### config.mk
export PLATFORM = sky130hd
export DESIGN_NAME = instr_fetch
export DESIGN_NICKNAME = d
export VERILOG_FILES = /design/src/rtl/cpu_pkg.sv /design/src/rtl/fetch_queue.sv /design/src/rtl/instr_fetch.sv
export SDC_FILE = /design/constraint.sdc
export NUM_CORES = 1
export LEC_CHECK = 0
export ABC_AREA = 1
export CORE_ASPECT_RATIO = 0.5
export CORE_UTILIZATION = 50
export CTS_CLUSTER_DIAMETER = 60
export DETAILED_ROUTE_END_ITERATION = 10
export PLACE_DENSITY = 0.86
export SETUP_SLACK_MARGIN = 0.15
export SLEW_MARGIN = 15
export SYNTH_ARGS = -nofsm -noshare
export SYNTH_HDL_FRONTEND = slang
export SYNTH_SLANG_ARGS = --single-unit
### constraint.sdc
create_clock -name clk -period 1.4 [get_ports clk]
set_input_delay 0.28 -clock clk [delete_from_list [all_inputs] [get_ports clk]]
set_output_delay 0.28 -clock clk [all_outputs]
set_load 0.03 [all_outputs]
### src/rtl/cpu_pkg.sv
// Shared CPU constants: datapath widths, reset PC and jump-opcode encoding.
package cpu_pkg;

    localparam int          ADDR_W   = 8;
    localparam int          INSTR_W  = 8;
    localparam logic [7:0]  RESET_PC = 8'h00;

    // Opcode lives in instr[7:5]; jump target in instr[4:0].
    localparam logic [2:0]  OP_JMP   = 3'b110;
    localparam logic [2:0]  OP_JZ    = 3'b111;
    localparam int          OP_HI    = 7;
    localparam int          OP_LO    = 5;
    localparam int          TGT_HI   = 4;
    localparam int          TGT_LO   = 0;

endpackage

### src/rtl/fetch_queue.sv
// Small FIFO of {pc, instr} pairs between fetch and decode.
// Push and pop may coincide even when full; flush empties the queue.
module fetch_queue #(
    parameter int AW    = 8,
    parameter int IW    = 8,
    parameter int DEPTH = 2
) (
    input  logic                       clk,
    input  logic                       rst_n,
    input  logic                       push_i,
    input  logic [AW-1:0]              push_pc_i,
    input  logic [IW-1:0]              push_instr_i,
    input  logic                       pop_i,
    input  logic                       flush_i,
    output logic [AW-1:0]              head_pc_o,
    output logic [IW-1:0]              head_instr_o,
    output logic [$clog2(DEPTH):0]     count_o,
    output logic                       full_o,
    output logic                       empty_o
);

    localparam int PW = $clog2(DEPTH);

    logic [AW-1:0] pc_mem_q    [DEPTH];
    logic [IW-1:0] instr_mem_q [DEPTH];
    logic [PW-1:0] rd_ptr_q;
    logic [PW-1:0] wr_ptr_q;
    logic [PW:0]   count_q;

    // Storage, pointers and occupancy; flush wins over push/pop.
    always_ff @(posedge clk or negedge rst_n) begin
        if (!rst_n) begin
            rd_ptr_q <= '0;
            wr_ptr_q <= '0;
            count_q  <= '0;
            for (int i = 0; i < DEPTH; i++) begin
                pc_mem_q[i]    <= '0;
                instr_mem_q[i] <= '0;
            end
        end else if (flush_i) begin
            rd_ptr_q <= '0;
            wr_ptr_q <= '0;
            count_q  <= '0;
        end else begin
            if (push_i) begin
                pc_mem_q[wr_ptr_q]    <= push_pc_i;
                instr_mem_q[wr_ptr_q] <= push_instr_i;
                wr_ptr_q              <= wr_ptr_q + 1'b1;
            end
            if (pop_i) begin
                rd_ptr_q <= rd_ptr_q + 1'b1;
            end
            if (push_i && !pop_i) begin
                count_q <= count_q + 1'b1;
            end else if (pop_i && !push_i) begin
                count_q <= count_q - 1'b1;
            end
        end
    end

    assign head_pc_o    = pc_mem_q[rd_ptr_q];
    assign head_instr_o = instr_mem_q[rd_ptr_q];
    assign count_o      = count_q;
    assign full_o       = (count_q == (PW+1)'(DEPTH));
    assign empty_o      = (count_q == '0);

endmodule

### src/rtl/instr_fetch.sv
// Fetch stage: owns the PC, drives instruction-memory address, queues
// fetched {pc, instr} pairs toward decode, handles execute redirects.
// Optional self-jump halt detection is enabled by FETCH_HALT_DETECT_EN.
module instr_fetch
    import cpu_pkg::*;
#(
    parameter int              ADDR_W   = cpu_pkg::ADDR_W,
    parameter int              INSTR_W  = cpu_pkg::INSTR_W,
    parameter int              QDEPTH   = 2,
    parameter logic [ADDR_W-1:0] RESET_PC = cpu_pkg::RESET_PC
) (
    input  logic               clk,
    input  logic               rst_n,
    output logic [ADDR_W-1:0]  imem_addr,
    input  logic [INSTR_W-1:0] imem_instr,
    input  logic               redirect_valid,
    input  logic [ADDR_W-1:0]  redirect_pc,
    output logic               out_valid,
    input  logic               out_ready,
    output logic [INSTR_W-1:0] out_instr,
`ifdef FETCH_HALT_DETECT_EN
    output logic               halted,
`endif
    output logic [ADDR_W-1:0]  out_pc
);

    localparam int CW = $clog2(QDEPTH) + 1;

    logic [ADDR_W-1:0]  pc_q;
    logic [ADDR_W-1:0]  hold_pc_q;
    logic [INSTR_W-1:0] hold_instr_q;
    logic [ADDR_W-1:0]  head_pc;
    logic [INSTR_W-1:0] head_instr;
    logic [CW-1:0]      q_count;
    logic               q_full;
    logic               q_empty;
    logic               push;
    logic               pop;
    logic               stall_pc;

`ifdef FETCH_HALT_DETECT_EN
    logic halted_q;
    logic self_jump;

    // A JMP whose 5-bit target equals its own address never leaves.
    assign self_jump = (imem_instr[OP_HI:OP_LO] == OP_JMP) &&
                       (ADDR_W'(imem_instr[TGT_HI:TGT_LO]) == pc_q);
    assign push      = !redirect_valid && !halted_q && (!q_full || pop);
    assign stall_pc  = self_jump;
    assign halted    = halted_q;

    // Halt latches on a pushed self-jump; only redirect or reset clears it.
    always_ff @(posedge clk or negedge rst_n) begin
        if (!rst_n) begin
            halted_q <= 1'b0;
        end else if (redirect_valid) begin
            halted_q <= 1'b0;
        end else if (push && self_jump) begin
            halted_q <= 1'b1;
        end
    end
`else
    assign push     = !redirect_valid && (!q_full || pop);
    assign stall_pc = 1'b0;
`endif

    // Redirect hides the head so decode cannot accept a soon-to-be-flushed entry.
    assign out_valid = !q_empty && !redirect_valid;
    assign pop       = out_valid && out_ready;
    assign imem_addr = pc_q;

    fetch_queue #(
        .AW    (ADDR_W),
        .IW    (INSTR_W),
        .DEPTH (QDEPTH)
    ) u_queue (
        .clk          (clk),
        .rst_n        (rst_n),
        .push_i       (push),
        .push_pc_i    (pc_q),
        .push_instr_i (imem_instr),
        .pop_i        (pop),
        .flush_i      (redirect_valid),
        .head_pc_o    (head_pc),
        .head_instr_o (head_instr),
        .count_o      (q_count),
        .full_o       (q_full),
        .empty_o      (q_empty)
    );

    // PC: redirect first, otherwise advance (mod 2^ADDR_W) on every push.
    always_ff @(posedge clk or negedge rst_n) begin
        if (!rst_n) begin
            pc_q <= RESET_PC;
        end else if (redirect_valid) begin
            pc_q <= redirect_pc;
        end else if (push && !stall_pc) begin
            pc_q <= pc_q + 1'b1;
        end
    end

    // Remember the last presented head so outputs hold steady while empty.
    always_ff @(posedge clk or negedge rst_n) begin
        if (!rst_n) begin
            hold_pc_q    <= '0;
            hold_instr_q <= '0;
        end else if (q_count != '0) begin
            hold_pc_q    <= head_pc;
            hold_instr_q <= head_instr;
        end
    end

    assign out_instr = q_empty ? hold_instr_q : head_instr;
    assign out_pc    = q_empty ? hold_pc_q    : head_pc;

endmodule
# --- Word level (Yosys, flattened, before mapping) ---
# Index checks and enable logic that the tools add are counted.
op_classes:
  addsub: 5
  n_bitwise: 3
  n_reduce_logical: 18
  mul: 0
  shift: 0
  div_mod_pow: 0
  eq_ne: 1
  muxes: 21
  magnitude_cmp: 3
op_table:
  columns: ["operator", "count"]
  rows:
  - ["8-bit two-way mux", 11]
  - ["16-bit bitwise mux", 2]
  - ["8-bit by 1-bit adder with 8-bit output (second input constant)", 1]
  - ["8-bit demux with 1-bit select", 1]
  - ["1-bit logical AND", 6]
  - ["2-bit two-way mux", 3]
  - ["2-bit nonzero test", 3]
  - ["1-bit logical NOT", 5]
  - ["2-bit >= comparator (second input constant)", 2]
  - ["1-bit two-way mux", 4]
  - ["1-bit NOT with 2-bit output", 2]
  - ["3-bit nonzero test", 1]
  - ["1-bit adder (second input constant)", 2]
  - ["2-bit by 1-bit adder with 2-bit output (second input constant)", 1]
  - ["2-bit equality test (second input constant)", 1]
  - ["2-bit logical NOT", 1]
  - ["2-bit by 1-bit < comparator with 1-bit output (second input constant)", 1]
  - ["2-bit AND reduction", 1]
  - ["2-bit by 1-bit subtractor with 2-bit output (second input constant)", 1]
  - ["1-bit logical OR", 1]
  - ["1-bit NOT", 1]
totals:
  ram_bits: 0
  rom_bits: 0
  reg_bits: 60
  word_cells: 61
  memories: 0
  inputBits: 20
  latchBits: 0

# --- Depth between registers and ports, before layout ---
# Gate-level depths: netlist of run 1.
logic_depth:
  ltp_word: 11
  depth_mapped: 8

# --- Cells and area by module ---
# A second synthesis of run 1 with hierarchy kept.
unflattened:
  hier_cells: 357
  hier_area_um2: 3045.4
by_module_without_submodules:
  columns: ["mod", "seq_area_each_um2", "n_inst", "area_each_um2", "cells_each"]
  rows:
  - ["fetch_queue", 900.9, 1, 1680.4, 168]
  - ["instr_fetch", 600.6, 1, 1365.1, 189]

# --- Worst setup path after synthesis of run 1 ---
# OpenSTA, ideal clock, no wires.
synth_path:
  kind: "reg2out"
  startpoint: "register u_queue.rd_ptr_q"
  endpoint: "output out_pc[2]"
  t_arrival_ns: 1.537
  stages_incl_launch_ff: 6
  setup_slack_ns: -0.417
  cell_sequence: "dfrtp_1 clkbuf_2 clkbuf_1 nand2_1 o21ai_0 o21ai_0"
synth_between:
  elab_chain_len: 5
synth_lines:
  columns: ["item", "line", "source"]
  rows:
  - ["from (decl)", "fetch_queue.sv:26", "logic [PW-1:0] rd_ptr_q;"]
  - ["from (signal assigned)", "fetch_queue.sv:51", "rd_ptr_q <= rd_ptr_q + 1'b1;"]
  - ["1-bit NOT with 2-bit output (not written as such)", "fetch_queue.sv:61", "assign head_pc_o = pc_mem_q[rd_ptr_q];"]
  - ["8-bit two-way mux (not written as such) (3 in series)", "fetch_queue.sv:61", null]
  - ["8-bit two-way mux", "instr_fetch.sv:114", "assign out_pc = q_empty ? hold_pc_q : head_pc;"]
  - ["to (decl)", "instr_fetch.sv:24", "output logic [ADDR_W-1:0] out_pc"]
# Every way passes these cells. The select of a mux whose other input is x is not followed.

# --- Final worst setup path of run 1 ---
# Same ends and word-level chain as after synthesis.

==> results of run 1 <==
per-stage QoR:
step | utilization (%) | hold slack, ns | TNS, ns
after floorplan | - | -0.0156 | 0
after global placement | 73.6 | 0.173 | -4.28
after detailed placement | 73.6 | 0.176 | -6.36
after CTS | 87.5 | 0.338 | -12.09
after global routing | 93.7 | 0.335 | -19.26
final | 93.7 | 0.349 | -16.88
per-layer routing:
layer  vias up  share of wire (%)  GRT usage (%)
met4         0                6.3           19.4
met2       214                 48           58.6
met3        68                8.3           13.3
met1      1422                 38           39.2
met5         -                  0              0
li1       1197                  -              -
critical path: cells and delay by family (launching register included):
family | cells | cell delay, ns
AO/OA/AOI/OAI | 2 | 0.26
buffers and inverters | 2 | 0.36
flip-flops | 1 | 0.51
AND/OR/NAND/NOR | 1 | 0.07
final cells by class:
cell class,count,area [um2]
clock buffers,13,169
fillers,145,323
repair inverters,1,20.0
inverters,41,170
well taps,70,87.6
flip-flops and latches,60,1510
clock inverters,2,10.0
repair buffers,100,1200
multi-input cells,193,1670
worst max-delay path by stage:
stage                                 from      endpoint  cells after the start
after detailed placement         out_ready  imem_addr[4]                      8
after floorplan           u_queue.rd_ptr_q  out_instr[0]                      5
after CTS                 u_queue.rd_ptr_q     out_pc[1]                      5
after global placement           out_ready  imem_addr[4]                      8
final                     u_queue.rd_ptr_q     out_pc[2]                      5
after global routing      u_queue.rd_ptr_q     out_pc[0]                      5
cells in the mapped netlist (3+ instances only):
cell      number  share of area, %
a21oi_1        4              0.71
nand2_2        4              0.89
buf_2          3              0.53
nand2_1       78                10
nand2_4        3               1.2
clkbuf_1       4              0.53
inv_1         39               5.2
nand3_1        9               1.6
o21ai_0       36               6.4
dfrtp_1       60                53
nor2_1        10               1.3
buf_6          4               1.6
o21ai_2       34                11
kinds of logic (layout without fill, tap and decap cells):
kind of cell	Yosys count	after routing	synth area share (%)
AO/OA/AOI/OAI	80	80	19.1
adder cells (fa/ha/maj)	1	1	0.444
buffers and inverters	56	157	9.64
flip-flops	60	60	53.3
AND/OR/NAND/NOR	112	112	17.5
sequential cells by signal (all words and copies together) (netlist names):
register / cells
hold_instr_q: 8
hold_pc_q: 8
imem_addr: 8
u_queue.count_o: 2
u_queue.instr_mem_q: 16
u_queue.pc_mem_q: 16
u_queue.rd_ptr_q: 1
u_queue.wr_ptr_q: 1
power groups by stage:
| stage | logic (uW) | clock network [uW] | registers, uW |
|---|---|---|---|
| floorplan | 1760 | 0 | 2520 |
| global placement | 2390 | 0 | 2480 |
| detailed placement | 2470 | 0 | 2510 |
| CTS | 3010 | 1440 | 2510 |
| global route | 3630 | 1550 | 2710 |
| finish | 3480 | 1460 | 2690 |
layout by cell type, fill, tap and decap left out, drive strengths merged, types with 2 or more instances in the layout:
cell type	Yosys	routed
nand2	85	85
buf	10	79
o21ai	70	70
dfrtp	60	60
inv	41	42
clkdlybuf4s50	0	18
clkbuf	5	15
nand3	10	10
nor2	10	10
a21oi	4	4
or2	3	3
nand4	2	2
nor3	2	2
a31oi	2	2
clkinv	0	2
timing repair:
| item | 4_1_cts | 5_1_grt |
|---|---|---|
| buffers inserted | 18 | 2 |
| pin swaps | 2 | 6 |
| endpoints found under the setup margin | 64 | 65 |
| endpoints found under the hold margin | 10 | 0 |
| cloned | 5 | 2 |
| gates resized for setup | 99 | 71 |
| hold buffers | 1 | 0 |
==> results.toml, run 1 <==
[die]
die_x_um = 108
ios = 45
initial_core_util_pct = 54.6
die_area_um2 = 5960
fp.coreArea_um2 = 5160
rows = 18
fp.dieH_um = 55.1

[power_and_ir_drop]
seq_power_share_pct = 35.3
power.switching_uw = 3100
combPwrFrac_pct = 45.6
irDropWorstVdd_mv = 1.10
power_frac_clock_pct = 19.1
p_per_area_nw_per_um2 = 1580
switching_share_pct = 40.7
power_leakage_uw = 0.00225
finalPower_uw = 7620
p_int_uw = 4520

[setup_path]
cp_data_arrival_time_ns = 1.56
reg2regPathDepth = 11
endpoint_kind = "output port"
cpPeakStageDelay_ns = 0.51
path_max_fanout = 15
reg2reg_slack_ns = -0.33
start_kind = "flip-flop"
required_ns = 1.12
cpMaxStageDelayCell = "dfrtp_2"
r2r_start = "u_queue.count_o[0]"
critical_path_class = "reg2out"
crit_chain = "buf_12, nand2_2, o21ai_2, o21ai_4, buf_6"
timing.rr.end = "u_queue.instr_mem_q[2]"

[yosys]
ys_types = 28
yosys_most_used_dff = "dfrtp_1"
yosysSeqAreaShare_pct = 53.3
async_flop_share_pct = 100
synth_area_per_cell_um2 = 9.12
ys_warn_count = 0
synthCells = 309
synth-edff-count = 0
syn_area_um2 = 2820
synth_nets = 330
synth-seq-cells = 60

[place]
dp_hpwl_mm = 4.48
place_ws_ns = -0.186
io_buffers = 44
dpl-instance-area_um2 = 3790
globalplace.congestion = 0.863
dp_cells = 437

[global_route]
grt_pass1_wl_mm = 14.4
antenna_found_initial = 0
grt-ovfl-total = 0
grt_pass1_vias = 2701
grt_max_degree = 51
grt.total_usage_pct = 34.6

[final_layout]
area_growth_pct = 71.6
nNetsFinal = 427
antennaDiodeCount = 0
design_area_um2 = 4830
drive_above_1_share_pct = 58.3
instances_no_fill = 480

[clock_network]
cts_made_buffers = 9
clk_latency_ns = 0.35
cts_tree = "done"
cts_buffer_depth = 2
cts.sink_count = 60
htreeDepth = 3
cts_root_buf = "clkbuf_8"
path_clk_slew_ns = 0.07

[job]
drv_cap = 0

[timing]
drv_slew = 0
maxSlewHeadroom_pct = 76.9
timing_hold_violations_final = 0
finalSetupViolations = 57
fmax_mhz = 545
min_period_ns = 1.84
fin_crit_sh_pct = 131
tightest_slew_ns = 0.347
finClkSkew_ns = 0.00926
timing.final.ws_setup_ns = -0.436
rsz0062_at_grt = "yes"

[routing]
drt_iter0_drc = 273
vias_per_cell = 6.04
drt.antenna.violating_nets = 0
drc = 0
routed_wl_mm = 11.4
vias = 2901
wl_per_cell_um = 23.8
firstDrtPassIters = 5

[min_path]
hp-class = "in2async"

[status]
violations = "setup timing"
status = "complete, but fails checks"
Power figures use the tool's default switching activity.
==> inputs of run 2 (changes only) <==
--- a/config.mk
+++ b/config.mk
@@ -10,6 +10,7 @@
 export CORE_UTILIZATION = 50
 export CTS_CLUSTER_DIAMETER = 60
 export DETAILED_ROUTE_END_ITERATION = 10
+export GPL_ROUTABILITY_DRIVEN = 1
 export PLACE_DENSITY = 0.86
 export SETUP_SLACK_MARGIN = 0.15
 export SLEW_MARGIN = 15
==> results of run 2 <==
Final layout, timing and power as in run 1 (identical DEF).
